<file path="config.mk">
export PLATFORM = sky130hd
export DESIGN_NAME = sram_queue
export DESIGN_NICKNAME = d
export VERILOG_FILES = /design/src/rtl/sram_queue_pkg.sv /design/src/rtl/sram_queue_ram_1r1w.sv /design/src/rtl/sram_queue.sv
export SDC_FILE = /design/constraint.sdc
export NUM_CORES = 2
export LEC_CHECK = 0
export CAP_MARGIN = 20
export CORE_MARGIN = 3
export CORE_UTILIZATION = 57
export CTS_BUF_LIST = sky130_fd_sc_hd__clkbuf_4 sky130_fd_sc_hd__clkbuf_8
export CTS_CLUSTER_DIAMETER = 50
export DETAILED_ROUTE_END_ITERATION = 7
export GPL_ROUTABILITY_DRIVEN = 0
export MAX_ROUTING_LAYER = met4
export PLACE_DENSITY = 0.78
export SYNTH_ARGS = -nofsm -noshare
export SYNTH_HDL_FRONTEND = slang
export SYNTH_HIERARCHICAL = 1
export SYNTH_SLANG_ARGS = --single-unit
</file>
<file path="constraint.sdc">
create_clock -name clock -period 9.85 [get_ports clock]
set_input_delay 1.4775 -clock clock [delete_from_list [all_inputs] [get_ports clock]]
set_output_delay 1.4775 -clock clock [all_outputs]
set_load 0.01 [all_outputs]
</file>
<file path="src/rtl/sram_queue_pkg.sv">
// Shared defaults and width helpers for the SRAM-backed queue and its storage array.
package sram_queue_pkg;

    localparam int DEFAULT_WIDTH = 109;
    localparam int DEFAULT_DEPTH = 16;

    // Pointer width; kept at least 1 bit so a 2-entry array still gets a real address.
    function automatic int ptr_width(input int depth);
        return (depth > 2) ? $clog2(depth) : 1;
    endfunction

    // Count must represent 0..depth inclusive.
    function automatic int count_width(input int depth);
        return $clog2(depth + 1);
    endfunction

endpackage

</file>
<file path="src/rtl/sram_queue_ram_1r1w.sv">
// DEPTH x WIDTH storage with one write port and one registered read port; contents are never reset.
module ram_1r1w
    import sram_queue_pkg::*;
#(
    parameter int WIDTH = DEFAULT_WIDTH,
    parameter int DEPTH = DEFAULT_DEPTH,
    localparam int AW   = ptr_width(DEPTH)
) (
    input  logic             clock,
    input  logic             wr_en,
    input  logic [AW-1:0]    wr_addr,
    input  logic [WIDTH-1:0] wr_data,
    input  logic             rd_en,
    input  logic [AW-1:0]    rd_addr,
    output logic [WIDTH-1:0] rd_data
);

    logic [WIDTH-1:0] mem [DEPTH];

    always_ff @(posedge clock) begin
        if (wr_en) begin
            mem[wr_addr] <= wr_data;
        end
        // rd_data holds its value between reads; the queue uses it as the head register.
        if (rd_en) begin
            rd_data <= mem[rd_addr];
        end
    end

endmodule

</file>
<file path="src/rtl/sram_queue.sv">
// FIFO built on a 1R1W array whose registered read port doubles as the head register.
// Handshake: a transfer fires on a cycle where valid and ready are both high; io_enq_ready depends only on registered state.
module sram_queue
    import sram_queue_pkg::*;
#(
    parameter int WIDTH  = DEFAULT_WIDTH,
    parameter int DEPTH  = DEFAULT_DEPTH,
    localparam int PTR_W = ptr_width(DEPTH),
    localparam int CNT_W = count_width(DEPTH)
) (
    input  logic             clock,
    input  logic             reset,
    output logic             io_enq_ready,
    input  logic             io_enq_valid,
    input  logic [WIDTH-1:0] io_enq_bits,
    input  logic             io_deq_ready,
    output logic             io_deq_valid,
    output logic [WIDTH-1:0] io_deq_bits,
    input  logic             io_flush,
    output logic [CNT_W-1:0] io_count
);

    localparam logic [PTR_W-1:0] PTR_LAST = PTR_W'(DEPTH - 1);
    localparam logic [CNT_W-1:0] CNT_FULL = CNT_W'(DEPTH);

    logic [PTR_W-1:0] wr_ptr;
    logic [PTR_W-1:0] rd_ptr;
    logic [CNT_W-1:0] count;
    logic             head_valid;

    logic [CNT_W-1:0] array_occ;
    logic             enq_fire;
    logic             deq_fire;
    logic             wr_en;
    logic             rd_en;

    function automatic logic [PTR_W-1:0] next_ptr(input logic [PTR_W-1:0] p);
        return (p == PTR_LAST) ? '0 : p + PTR_W'(1);
    endfunction

    assign io_enq_ready = ~reset & (count < CNT_FULL);
    assign io_deq_valid = head_valid;
    assign io_count     = count;

    assign enq_fire  = io_enq_valid & io_enq_ready;
    assign deq_fire  = io_deq_valid & io_deq_ready;
    assign wr_en     = enq_fire & ~io_flush;
    // Entries still in the array, i.e. not yet loaded into the head register.
    assign array_occ = count - CNT_W'(head_valid);
    assign rd_en     = (array_occ != '0) & (~head_valid | deq_fire) & ~io_flush;

    ram_1r1w #(
        .WIDTH(WIDTH),
        .DEPTH(DEPTH)
    ) u_ram (
        .clock   (clock),
        .wr_en   (wr_en),
        .wr_addr (wr_ptr),
        .wr_data (io_enq_bits),
        .rd_en   (rd_en),
        .rd_addr (rd_ptr),
        .rd_data (io_deq_bits)
    );

    always_ff @(posedge clock or posedge reset) begin
        if (reset) begin
            wr_ptr     <= '0;
            rd_ptr     <= '0;
            count      <= '0;
            head_valid <= 1'b0;
        end else if (io_flush) begin
            wr_ptr     <= '0;
            rd_ptr     <= '0;
            count      <= '0;
            head_valid <= 1'b0;
        end else begin
            if (wr_en) begin
                wr_ptr <= next_ptr(wr_ptr);
            end
            if (rd_en) begin
                rd_ptr <= next_ptr(rd_ptr);
            end
            case ({enq_fire, deq_fire})
                2'b10:   count <= count + CNT_W'(1);
                2'b01:   count <= count - CNT_W'(1);
                default: count <= count;
            endcase
            // A completed read refills the head even when the old head leaves the same cycle.
            if (rd_en) begin
                head_valid <= 1'b1;
            end else if (deq_fire) begin
                head_valid <= 1'b0;
            end
        end
    end

endmodule

</file>
# --- After elaboration in Yosys (flattened, before gate mapping) ---
# Memory sizes are Yosys's and may differ from the RTL's. A register that Yosys moved wholly into a read port is not among the register bits.
# Cells that the tools add are included.
word_totals:
  reg_bits: 14
  latch_bits: 0
  wordCells: 43
  mem_count: 1
  input_bits: 114
  rom_bits: 0
  ram_bits: 1744
mem_list:
  columns: ["memory", "depth", "width", "rd", "rd_ports_with_merged_regs", "wr", "line_no", "rtl"]
  rows:
  - ["u_ram.mem", 16, 109, 1, 1, 1, "sram_queue_ram_1r1w.sv:18", "logic [WIDTH-1:0] mem [DEPTH];"]
op_classes:
  shift: 0
  n_lt_le_gt_ge: 1
  n_addsub: 5
  reduce_logical: 5
  mul: 0
  n_div: 0
  n_mux: 13
  n_eq_ne: 4
  bitwise: 10
op_table:
  columns: ["op", "n"]
  rows:
  - ["$mux 4", 6]
  - ["$pmux 5 s2", 1]
  - ["$add 4x1->4 const B", 2]
  - ["$eq 4x4->1 const B", 2]
  - ["$and 1x1->1", 6]
  - ["$reduce_bool 3->1", 2]
  - ["$add 5x1->5 const B", 1]
  - ["$lt 5x5->1 const B", 1]
  - ["$mux 1", 5]
  - ["$mux 5", 1]
  - ["$reduce_bool 5->1", 1]
  - ["$sub 5x1->5", 1]
  - ["$sub 5x1->5 const B", 1]
  - ["$reduce_bool 2->1", 2]
  - ["$not 1->1", 3]
  - ["$eq 2x1->1 const B", 1]
  - ["$eq 2x2->1 const B", 1]
  - ["$or 1x1->1", 1]

# --- Logic depth before layout (Yosys ltp) ---
logic_depth:
  ltp_word: 6
  depth_mapped: 9

# --- Cells and area by module ---
# Netlist, hierarchy kept.
modules_own_cells:
  columns: ["mod", "instances", "seq_area_each_um2", "area_each_um2", "cells_per_inst"]
  rows:
  - ["ram_1r1w", 1, 55643.4, 68544.5, 2787]
  - ["sram_queue", 1, 350.3, 873.3, 96]

# --- Worst setup path after synthesis ---
# Ideal clock, no wire load.
synth_path:
  kind: "input port to flip-flop"
  from: "input port reset"
  to: "memory u_ram/mem[0][0] in the netlist's numbering, enable pin"
  t_arrival_ns: 10.045
  setup_slack_ns: -0.905
  path_stages: 4
  n_path_buf: 0
  setup_ns: 0.710
  cell_sequence: "or3b_2 -> nor2_1 -> or3b_2 -> nor3_1"
synth_via:
  elab_chain_len: 6
synth_rtl:
  columns: ["item", "line_no", "rtl"]
  rows:
  - ["from (decl)", "sram_queue.sv:12", "input logic reset,"]
  - ["$not 1->1", "sram_queue.sv:41", "assign io_enq_ready = ~reset & (count < CNT_FULL);"]
  - ["$and 1x1->1", "sram_queue.sv:41", null]
  - ["$and 1x1->1", "sram_queue.sv:45", "assign enq_fire = io_enq_valid & io_enq_ready;"]
  - ["$and 1x1->1", "sram_queue.sv:47", "assign wr_en = enq_fire & ~io_flush;"]
  - ["via wr_en", "sram_queue.sv:34", "logic wr_en;"]
  - ["$mux 1", "sram_queue_ram_1r1w.sv:21", "if (wr_en) begin"]
  - ["$mux 1 (implied by the code)", "sram_queue_ram_1r1w.sv:22", "mem[wr_addr] <= wr_data;"]
  - ["to (decl)", "sram_queue_ram_1r1w.sv:18", null]
# The timed path passes the listed nets, and every way through them passes these cells.

# --- Worst setup path in the final report ---
layout_path:
  from: "input port reset"
  to: "memory u_ram/mem[9][33] in the netlist's numbering, enable pin"
# The elaborated chain is that of the path after synthesis.

==> out/metrics.csv <==
stage,metric,value,unit
worst_setup_path,start_kind,primary input,
clock_network,clk_latency,950,ps
timing,post-route-period-util,49.4,%
timing,timing.fmax,206,MHz
route,routed_wl,149,mm
clock_network,cts_inserted_buffers,298,
power_and_ir_drop,power-per-cell-area,239,mW/mm^2
timing,final.setup.tns,0,ps
floorplan,num_rows,127,
clock_network,cts_tree,yes,
floorplan,initial_utilization,57.6,%
finish,layout_commonest_cell,edfxtp_1,
power_and_ir_drop,intPower,0.0142,W
floorplan,ioPinCount,230,
clock_network,cts-hold-fix-buffers,0,
route,ant_nets,0,
global_route,antenna_found_initial,16,
finish,area_growth,14.1,%
power_and_ir_drop,power_switching,0.00472,W
power_and_ir_drop,pwr-share-seq,48.7,%
global_route,grt_pass1_vias,34857,
timing,fin_skew,48.2,ps
worst_setup_path,arrival,5410,ps
route,detailedRoute.firstIterationViolations,3569,
synthesis,synthCells,2883,
timing,rsz0062_at_grt,false,
synthesis,yosys_warnings,6,
synthesis,syn_nets,3002,
worst_setup_path,cp_slowest_cell,buf_4,
worst_setup_path,path_cells,clkdlybuf4s50_1 > or3b_2 > nor2_1 > nand3b_1 > nor2_4 > buf_4 > buf_4,
worst_setup_path,end_kind,register,
power_and_ir_drop,p_clk_share,32.4,%
power_and_ir_drop,p_comb_share,18.9,%
timing,layout_setup_ws,4990,ps
timing,hold_viol_final,0,
synthesis,syn_area,0.0694,mm^2
timing,slew_headroom,21.3,%
clock_network,cts-root-buf,clkbuf_8,
floorplan,dieHeight,355,um
floorplan,die_area,0.126,mm^2
route,dr.pass1.iters,5,
floorplan,core,0.120,mm^2
finish,final_cell_mix,"1853 x edfxtp_1, 436 x mux4_2, 305 x clkbuf_8",
worst_setup_path,slowest_delay,940,ps
synthesis,ys_seq_area_share,80.7,%
timing,fin_crit,4860,ps
global_route,grt_usage,25.0,%
global_route,met2_usage,39.3,%
finish,drive_gt1_share,28.3,%
finish,nets,3435,
global_route,grt_max_degree,154,
job,max_cap_violations,0,
power_and_ir_drop,switching_share,24.9,%
timing,slew_viol_final,0,
clock_network,cts.repair.resized,0,
route,wl_per_cell,29.0,um
clock_network,cts_sinks,1867,
power_and_ir_drop,p_leak,24.4,nW
clock_network,clockBufferDepth,4,
global_route,gr-total-overflow,0,
route,drc_errors,0,
outcome,outcome,completed,
worst_setup_path,cp_max_fo,57,
power_and_ir_drop,ir_drop,0.000231,V
global_route,grt_pass1_wl,225,mm
global_route,gr-usage-met3,5.75,%
route,num_vias,32415,
placed_design,dp_slack,4040,ps
route,post_drt_via_cell_ratio,6.30,
worst_setup_path,cp_common_cell,buf_4,
placed_design,buffer_ports.inserted,229,
timing,tightest_slew,1180,ps
synthesis,synth.distinct_cells,43,
placed_design,dpl.hpwl,76.8,mm
global_route,met1_usage,33.4,%
global_route,grt.busiest_layer,met2,
clock_network,h-tree-depth,5,
min_path,hold_class,reg2reg,
synthesis,syn_avg_cell_area,24.1,um^2
clock_network,cts.clk_slew.worst_paths,60,ps
timing,finalSetupViolations,0,
worst_setup_path,worst-setup-path-type,in2reg,
synthesis,ys_ff_latch,1867,
floorplan,fp.dieW,355,um
clock_network,post_cts_buffers,0,
worst_setup_path,crit_required,10390,ps
==> flip-flops by register name, summed over array words and instances, names as in the netlist <==
register       count
u_ram/rd_data    109
rd_ptr             4
io_count           5
u_ram/mem       1744
wr_ptr             4
io_deq_valid       1
==> layer usage <==
layer  routed length [um]  share of wire [%]  vias up
met4                 3270                2.2        0
met5                    0                  0        -
met2                76200                 51     1769
li1                     -                  -    13310
met3                13300                8.9      257
met1                56400                 38    17079
==> stage by stage <==
| stage | cell area [um^2] | std cells | power, W | util (%) | hold WS, ps |
|---|---|---|---|---|---|
| 3_5_place_dp | 73700 | 4626 | 0.0130 | 61.2 | 624 |
| 4_1_cts | 79100 | 5129 | 0.0191 | 65.7 | 638 |
| 5_1_grt | 79200 | 5141 | 0.0197 | 65.8 | 681 |
| 2_1_floorplan | 69400 | 2883 | 0.0119 | - | 575 |
| 6_report | 79200 | 5144 | 0.0189 | 65.8 | 643 |
| 3_3_place_gp | 73700 | 4626 | 0.0129 | 61.2 | 608 |
==> critical path, delay by kind of cell <==
kind	cells	cell delay, ps
buffers and inverters	3	2310
and+or+nand+nor	4	1560
==> synthesized netlist by cell type (all sizes together) <==
| master | count | area, um^2 |
|---|---|---|
| o21ai | 6 | 33.8 |
| mux2i | 2 | 20.0 |
| o2111ai | 1 | 8.76 |
| or4b | 1 | 13.8 |
| ha | 5 | 62.6 |
| nand2 | 119 | 449 |
| and3b | 1 | 8.76 |
| and2 | 2 | 12.5 |
| nand3b | 2 | 15.0 |
| a31oi | 1 | 6.26 |
| inv | 3 | 11.3 |
| nand2b | 3 | 18.8 |
| o211ai | 2 | 15.0 |
| nor2b | 2 | 12.5 |
| mux4 | 436 | 9820 |
| nand3 | 1 | 5.00 |
| o32ai | 1 | 8.76 |
| a2bb2oi | 1 | 8.76 |
| nor3 | 6 | 30.0 |
| or3 | 4 | 25.0 |
| nor4 | 1 | 6.26 |
| o31a | 2 | 17.5 |
| a21oi | 10 | 50.1 |
| or2b | 1 | 7.51 |
| and3 | 1 | 6.26 |
| nor2 | 26 | 97.6 |
| nor3b | 1 | 12.5 |
| or3b | 2 | 17.5 |
| clkbuf | 54 | 203 |
| a22oi | 218 | 1840 |
| dfrtp | 14 | 350 |
| edfxtp | 1853 | 55600 |
| buf | 93 | 513 |
| a311o | 1 | 10.0 |
| xor2 | 4 | 35.0 |
| a311oi | 2 | 17.5 |
| xnor2 | 1 | 8.76 |
==> final cells by class <==
type,instances,area (um^2)
diodes,13,32.5
clock buffers,396,4880
clock inverters,107,612
fillers,7402,41200
inverters,3,11.3
multi-input cells,866,12900
flip-flops and latches,1867,56000
well taps,1612,2020
repair buffers,280,2810
==> power by group through the flow <==
stage                     combinational [W]  clock, W  sequential, W
after floorplan                     0.00254         0        0.00936
after global placement              0.00351         0        0.00937
after detailed placement            0.00361         0        0.00938
after CTS                           0.00363   0.00627        0.00922
after global routing                0.00384   0.00664        0.00923
final                               0.00358   0.00614        0.00921
==> cells by family after synthesis <==
logic type	Yosys count	share of synthesized area, %
and+or+nand+nor	173	1.06
xor gates and xnor gates	5	0.0631
DFF	1867	80.7
adders and majority gates	5	0.0901
buffers and inverters	150	1.05
AOI/OAI and AO/OA	245	2.90
muxes	438	14.2
==> final timing paths <==
| kind | start | slack, ps | cells after the start | endpoint |
|---|---|---|---|---|
| max | reset | 4990 | 7 | u_ram/mem[9][33] |
| max reg2reg | io_count[4] | 5540 | 6 | u_ram/mem[9][33] |
| min in group asynchronous | reset | 1010 | 2 | io_count[1] |
| max in group asynchronous | reset | 8400 | 2 | rd_ptr[0] |
| min reg2reg | io_count[3] | 640 | 2 | io_count[3] |
| min | io_count[3] | 640 | 2 | io_count[3] |
(Power assumes the default switching activity.)
